===== src/rtl/piso_pingpong_layer.sv =====
// Parallel-in, multi-lane serial-out layer with two ping-pong buffer banks.
// A vector is captured whole into one bank while the other bank drains
// LANES words per beat, so back-to-back vectors stream without a bubble.
module piso_pingpong_layer #(
  parameter int unsigned MAX_INPUT_SIZE = 8,
  parameter int unsigned WORD_SIZE      = 16,
  parameter int unsigned LANES          = 2
) (
  input  logic                                clk_i,
  input  logic                                reset_i,
  input  logic                                valid_i,
  output logic                                ready_o,
  input  logic [MAX_INPUT_SIZE*WORD_SIZE-1:0] data_i,
  input  logic [$clog2(MAX_INPUT_SIZE+1)-1:0] data_size_i,
  output logic                                valid_o,
  input  logic                                ready_i,
  output logic [LANES*WORD_SIZE-1:0]          data_o,
  output logic [LANES-1:0]                    keep_o,
  output logic                                last_o
);

  localparam int unsigned SizeW    = $clog2(MAX_INPUT_SIZE + 1);
  localparam int unsigned MaxBeats = (MAX_INPUT_SIZE + LANES - 1) / LANES;
  localparam int unsigned BeatW    = $clog2(MaxBeats + 1);
  localparam int unsigned IdxW     = $clog2(MAX_INPUT_SIZE + LANES + 1);
  localparam int unsigned VecW     = MAX_INPUT_SIZE * WORD_SIZE;

  logic [1:0]       occ_q, occ_d;
  logic             wr_ptr_q, wr_ptr_d;
  logic             rd_ptr_q, rd_ptr_d;
  logic [BeatW-1:0] beat_q, beat_d;
  logic [VecW-1:0]  bank_q [2];
  logic [VecW-1:0]  bank_d [2];
  logic [SizeW-1:0] size_q [2];
  logic [SizeW-1:0] size_d [2];

  logic [SizeW-1:0] size_in;
  logic [SizeW-1:0] rd_size;
  logic [IdxW-1:0]  beats;
  logic [IdxW-1:0]  idx;
  logic             last_beat;
  logic             accept, store, fire, fin;

  // Handshake flags come straight from occupancy; ready_i never reaches ready_o.
  assign ready_o = ~reset_i & (occ_q != 2'd2);
  assign valid_o = (occ_q != 2'd0);

  // Clamp the incoming size and work out the geometry of the draining bank.
  always_comb begin
    size_in   = (data_size_i > SizeW'(MAX_INPUT_SIZE)) ? SizeW'(MAX_INPUT_SIZE) : data_size_i;
    rd_size   = size_q[rd_ptr_q];
    beats     = (IdxW'(rd_size) + IdxW'(LANES - 1)) / IdxW'(LANES);
    last_beat = (IdxW'(beat_q) == beats - IdxW'(1));
  end

  // Output beat: lanes past the end of the vector are zeroed with keep cleared.
  always_comb begin
    data_o = '0;
    keep_o = '0;
    last_o = 1'b0;
    idx    = '0;
    if (valid_o) begin
      last_o = last_beat;
      for (int j = 0; j < LANES; j++) begin
        idx = IdxW'(beat_q) * IdxW'(LANES) + IdxW'(j);
        if (idx < IdxW'(rd_size)) begin
          keep_o[j] = 1'b1;
          for (int k = 0; k < MAX_INPUT_SIZE; k++) begin
            if (idx == IdxW'(k)) begin
              data_o[j*WORD_SIZE +: WORD_SIZE] = bank_q[rd_ptr_q][k*WORD_SIZE +: WORD_SIZE];
            end
          end
        end
      end
    end
  end

  // Next-state for occupancy, bank pointers, beat counter and bank contents.
  always_comb begin
    accept   = valid_i & ready_o;
    // A zero-length vector completes the handshake but occupies no bank.
    store    = accept & (size_in != '0);
    fire     = valid_o & ready_i;
    fin      = fire & last_beat;
    occ_d    = occ_q;
    if (store && !fin) begin
      occ_d = occ_q + 2'd1;
    end else if (fin && !store) begin
      occ_d = occ_q - 2'd1;
    end
    wr_ptr_d = wr_ptr_q ^ store;
    rd_ptr_d = rd_ptr_q ^ fin;
    if (fin) begin
      beat_d = '0;
    end else if (fire) begin
      beat_d = beat_q + BeatW'(1);
    end else begin
      beat_d = beat_q;
    end
    bank_d = bank_q;
    size_d = size_q;
    if (store) begin
      bank_d[wr_ptr_q] = data_i;
      size_d[wr_ptr_q] = size_in;
    end
  end

  // Control state, cleared asynchronously.
  always_ff @(posedge clk_i or posedge reset_i) begin
    if (reset_i) begin
      occ_q    <= 2'd0;
      wr_ptr_q <= 1'b0;
      rd_ptr_q <= 1'b0;
      beat_q   <= '0;
    end else begin
      occ_q    <= occ_d;
      wr_ptr_q <= wr_ptr_d;
      rd_ptr_q <= rd_ptr_d;
      beat_q   <= beat_d;
    end
  end

  // Bank storage; contents are don't-care until written, so no reset.
  always_ff @(posedge clk_i) begin
    bank_q <= bank_d;
    size_q <= size_d;
  end

endmodule


===== config.mk =====
export PLATFORM = sky130hd
export DESIGN_NAME = piso_pingpong_layer
export DESIGN_NICKNAME = d
export VERILOG_FILES = /design/src/rtl/piso_pingpong_layer.sv
export SDC_FILE = /design/constraint.sdc
export NUM_CORES = 1
export LEC_CHECK = 0
export CAP_MARGIN = 15
export CORE_UTILIZATION = 55
export CTS_CLUSTER_DIAMETER = 40
export DETAILED_ROUTE_END_ITERATION = 6
export GPL_TIMING_DRIVEN = 0
export PLACE_DENSITY = 0.87
export SLEW_MARGIN = 5
export SYNTH_ARGS = -nofsm -noshare
export SYNTH_HDL_FRONTEND = slang
export SYNTH_SLANG_ARGS = --single-unit
export TNS_END_PERCENT = 1

===== constraint.sdc =====
create_clock -name clk_i -period 13.9 [get_ports clk_i]
set_input_delay 3.475 -clock clk_i [delete_from_list [all_inputs] [get_ports clk_i]]
set_output_delay 3.475 -clock clk_i [all_outputs]
set_load 0.01 [all_outputs]

Word level (Yosys, flattened, before mapping). Index checks and enable logic that the tools add are counted.

Add/sub/neg operators: 6. Order comparisons: 6. Equality and inequality tests: 12. Muxes and demuxes: 36. Bitwise logic cells: 10. Reductions and logical operators: 11.

Operators by type and width (count): $mux 128 (4); $bwmux 256 (1); $mux 16 (14); $demux 128 s1 (1); $mux 32 (1); $mux 4 (5); $eq 4x3->1 const B (4); $add 4x1->4 const B (2); $bwmux 8 (1); $eq 4x2->1 const B (2); $logic_not 4->1 (2); $lt 4x4->1 (2); $eq 3x2->1 const B (2); $mux 2 (3); $mux 3 (2); $reduce_bool 2->1 (3); $and 1x1->1 (5); $demux 4 s1 (1); $eq 3x4->1 (1); $eq 4x1->1 const B (1); $ge 2x2->1 const B (2); $gt 4x4->1 const B (1); $not 1->2 (2); $reduce_bool 4->1 (1); other kinds (12) (18).

Bits in registers: 271. Input port bits: 136. Output and inout bits: 37. Word-level logic and storage cells: 89.

Longest topological paths before layout.
Word-level depth: 14. Depth in mapped cells: 18. Depth with buffers taken out: 14.

Worst setup path before layout. OpenSTA, ideal clock, no wires.

Path kind: input port to flip-flop. From: input reset_i. To: register bank_q[0] (netlist bit) (enable). Library setup time: 0.508 ns. Data arrival time: 7.056 ns. Data required time: 13.392 ns. Path slack: 6.337 ns. Stages on the path: 3. Buffers on the path: 0. Path through: a21oi_1 -> and3_1 -> ha_1.

Word-level cells in the longest chain between the ends: 4.

Ends and longest elaborated chain: start: declaration (line 10) `input logic reset_i,`; $not 1->1 (line 45) `assign ready_o = ~reset_i & (occ_q != 2'd2);`; $and 1x1->1 (line 45); $and 1x1->1 (line 80) `accept = valid_i & ready_o;`; $and 1x1->1 (line 82) `store = accept & (size_in != '0);`; end signal: assignment (line 125) `bank_q <= bank_d;`; end: declaration (line 32) `logic [VecW-1:0] bank_q [2];`.

Every way passes these cells. A chain may end at the register's enable or synchronous reset.

Worst setup path after layout.
From: register rd_ptr_q. To: output last_o.

Word-level cells in the longest chain between the ends: 8.

Ends and longest elaborated chain: start: declaration (line 30) `logic rd_ptr_q, rd_ptr_d;`; start signal: assignment (line 118) `rd_ptr_q <= rd_ptr_d;`; $not 1->2 (implied by the code) (line 51) `rd_size = size_q[rd_ptr_q];`; $mux 4 (implied by the code) (3 in a row) (line 51); $add 4x1->4 (line 52) `beats = (IdxW'(rd_size) + IdxW'(LANES - 1)) / IdxW'(LANES);`; $sub 3x1->4 (line 53) `last_beat = (IdxW'(beat_q) == beats - IdxW'(1));`; $eq 3x4->1 (line 53); $mux 1 (line 62) `if (valid_o) begin`; end: declaration (line 19) `output logic last_o`.

Every way passes these cells. The select of a mux whose other input is x is not followed.

==> results.sh <==
export IMPL_endpoint_kind="primary output"
export IMPL_area_growth_pct=29.6
export IMPL_yosysSeqAreaShare_pct=72.8
export IMPL_fin_area_um2=14400
export IMPL_power_frac_comb_pct=38.4
export IMPL_grt_max_degree=64
export IMPL_yosys_area_top_type="edfxtp_1"
export IMPL_ir_drop_v=0.000128
export IMPL_fin_hold_ws_ns=0.526
export IMPL_antenna_found_initial=4
export IMPL_switching_power_mw=1.02
export IMPL_cts_tree="built"
export IMPL_drt_wl_total_um=25300
export IMPL_cts_buffer_depth=3
export IMPL_synth_area_um2=11100
export IMPL_p_int_mw=2.06
export IMPL_h_tree_depth=2
export IMPL_drive_gt1_share_pct=9.31
export IMPL_start_util_pct=56.6
export IMPL_ys_types=41
export IMPL_switching_share_pct=33.1
export IMPL_max_freq_mhz=120
export IMPL_remaining_drc_errors=0
export IMPL_postCtsHoldBufs=0
export IMPL_hold_end="occ_q[1]$_DFFE_PP0P_"
export IMPL_rows=51
export IMPL_cts_sinks=271
export IMPL_num_vias=6758
export IMPL_placed_area_um2=13300
export IMPL_hpwl_um=16700
export IMPL_p_seq_share_pct=34.0
export IMPL_ys_top_cells_by_area="edfxtp_1 71%, mux2i_1 12%, o211a_1 2.9%, o22ai_1 1.8%, a21oi_1 1.6%"
export IMPL_n_antenna_cell=0
export IMPL_ant_nets=0
export IMPL_worst_skew_pair_late_latency_ns=0.50
export IMPL_syn_nets=826
export IMPL_die_w_um=144
export IMPL_fin_crit_sh_pct=59.8
export IMPL_hp_start="occ_q[1]$_DFFE_PP0P_"
export IMPL_io_pins=173
export IMPL_worstSetupPathType="reg -> out"
export IMPL_avgSynthCellArea_um2=16.5
export IMPL_die_area_um2=20800
export IMPL_outcome="finished, final reports clean"
export IMPL_gp_congestion=0.784
export IMPL_setup_viol=0
export IMPL_rsz0062_at_grt="false"
export IMPL_grt_pass1_wl_um=37500
export IMPL_hold_viol_final=0
export IMPL_grt_pass1_vias=7036
export IMPL_synth_seq_cells=271
export IMPL_skew_ns=0.0139
export IMPL_mostFrequentLayoutCell="edfxtp_1"
export IMPL_required_ns=10.43
export IMPL_cts_resized=0
export IMPL_core_area_um2=19700
export IMPL_synth_edf_count=264
export IMPL_reg2reg_depth=17
export IMPL_dr_first_iter_drc_count=407
export IMPL_drt_first_pass_iters=5
export IMPL_worst_pin_slew_ns=0.956
export IMPL_min_path_cells=1
export IMPL_path_clk_slew_ns=0.06
export IMPL_finalNetCount=1038
export IMPL_p_clk_share_pct=27.6
export IMPL_cts_made_buffers=34
export IMPL_rr_endpoint="occ_q[1]$_DFFE_PP0P_"
export IMPL_finalSetupTns_ns=0
export IMPL_grt_usage_pct=24.7
export IMPL_cts_setup_buffers=0
export IMPL_drv_cap=0
export IMPL_arrival_ns=4.83
export IMPL_p_leak_nw=5.42
export IMPL_wire_per_inst_um=21.5
export IMPL_final_cell_mix="264 x edfxtp_1, 172 x clkdlybuf4s50_1, 131 x mux2i_1"
export IMPL_synthCells=676
export IMPL_synth_top_area_share_pct=71.2
export IMPL_yosys_warnings=0
export IMPL_min_period_ns=8.31
export IMPL_die_y_um=144
export IMPL_powerDensity_nw_per_um2=213
export IMPL_holdCritPathClass="reg -> reg"
export IMPL_postSynth_asyncResetShare_pct=2.58
export IMPL_timing_reg2reg_setup_slack_ns=9.75
export IMPL_cp_max_fo=10
export IMPL_slew_headroom_pct=35.6
export IMPL_drv_slew=0
export IMPL_gr_total_overflow=0
export IMPL_port_buffers=172
export IMPL_synth_top_flop_cell="edfxtp_1"
export IMPL_root_buffer="clkbuf_16"
export IMPL_r2r_start="rd_ptr_q$_DFF_PP0_"
export IMPL_cp_start_kind="register"
export IMPL_viasPerCell=5.74
-- worst max path at each step --
stage                     slack (ns)  cells past startpoint                   end                from
after floorplan                 6.34                      3   bank_q[0]$_DFFE_PP_             reset_i
after global placement          4.36                      4  bank_q[18]$_DFFE_PP_             reset_i
after detailed placement        5.74                      3               ready_o             reset_i
after CTS                       5.56                     15                last_o  rd_ptr_q$_DFF_PP0_
after global routing            5.33                     15                last_o  rd_ptr_q$_DFF_PP0_
final                           5.59                     15                last_o  rd_ptr_q$_DFF_PP0_
-- worst max-delay path, cell delays in order (launching register included) --
cell and delay (ns):
dfrtp_1 0.32, buf_4 0.18, buf_4 0.22, buf_4 0.24, buf_2 0.39, mux2i_1 0.34
inv_1 0.08, ha_1 0.23, xnor2_2 0.22, inv_2 0.09, ha_1 0.31, xnor2_1 0.15
nand2b_1 0.22, or4_1 0.61, a21oi_1 0.18, clkdlybuf4s50_1 0.56
-- synthesized netlist by cell type, types with 2 or more instances --
master	number
a21oi_1	35
and3_1	2
buf_1	3
buf_2	14
buf_4	3
buf_6	3
clkbuf_1	17
dfrtp_1	7
edfxtp_1	264
ha_1	13
inv_1	11
mux2i_1	131
mux2i_2	2
nand2_1	36
nand2b_1	2
nand3_1	2
nor2_1	34
nor2b_1	5
o211a_1	32
o21ai_1	2
o22ai_1	32
or4_1	2
xnor2_1	4
xor2_1	3
-- state kept, by name (all words and copies together), names as in the netlist --
| register | flops |
|---|---|
| occ_q | 2 |
| bank_q | 256 |
| wr_ptr_q | 1 |
| rd_ptr_q | 1 |
| beat_q | 3 |
| size_q | 8 |
-- stage by stage --
step	setup slack, ns	total power, mW	utilization [%]	std cells
2_1_floorplan	6.34	1.77	-	676
3_3_place_gp	4.36	2.21	67.1	1113
3_5_place_dp	5.74	2.23	67.8	1117
4_1_cts	5.56	3.09	73.4	1178
5_1_grt	5.33	3.21	73.4	1178
6_report	5.59	3.07	73.4	1178
-- layout make-up --
class,count,area [um2]
inverters,12,45.0
flip-flops and latches,271,8100
well taps,265,332
plain buffers,40,201
multi-input cells,353,2810
repair buffers,176,1830
fillers,1260,5230
clock buffers,41,908
clock inverters,20,196
-- kinds of logic (layout without fill, tap and decap cells) --
family,Yosys count,after routing,synth area share (%)
AOI/OAI and AO/OA,108,108,7.08
xor gates and xnor gates,8,8,0.697
DFF,271,271,72.8
adders and majority gates,14,14,1.64
and+or+nand+nor,90,90,3.56
buffers and inverters,52,289,2.21
muxes,133,133,12.0
-- routing by layer --
layer	GRT usage (%)	part of all wire [%]
met2	42.7	50
met4	7.81	2.2
met3	7.15	9.1
met5	0	0.036
met1	29.7	38
-- power groups by stage --
| stage | Combinational (mW) | Clock, mW | Sequential (mW) |
|---|---|---|---|
| final | 1.18 | 0.848 | 1.05 |
| after global routing | 1.27 | 0.891 | 1.05 |
| after CTS | 1.19 | 0.859 | 1.05 |
| after detailed placement | 1.17 | 0 | 1.06 |
| after global placement | 1.13 | 0 | 1.08 |
| after floorplan | 0.708 | 0 | 1.06 |
Note: power is estimated with default switching activity, not from simulation.
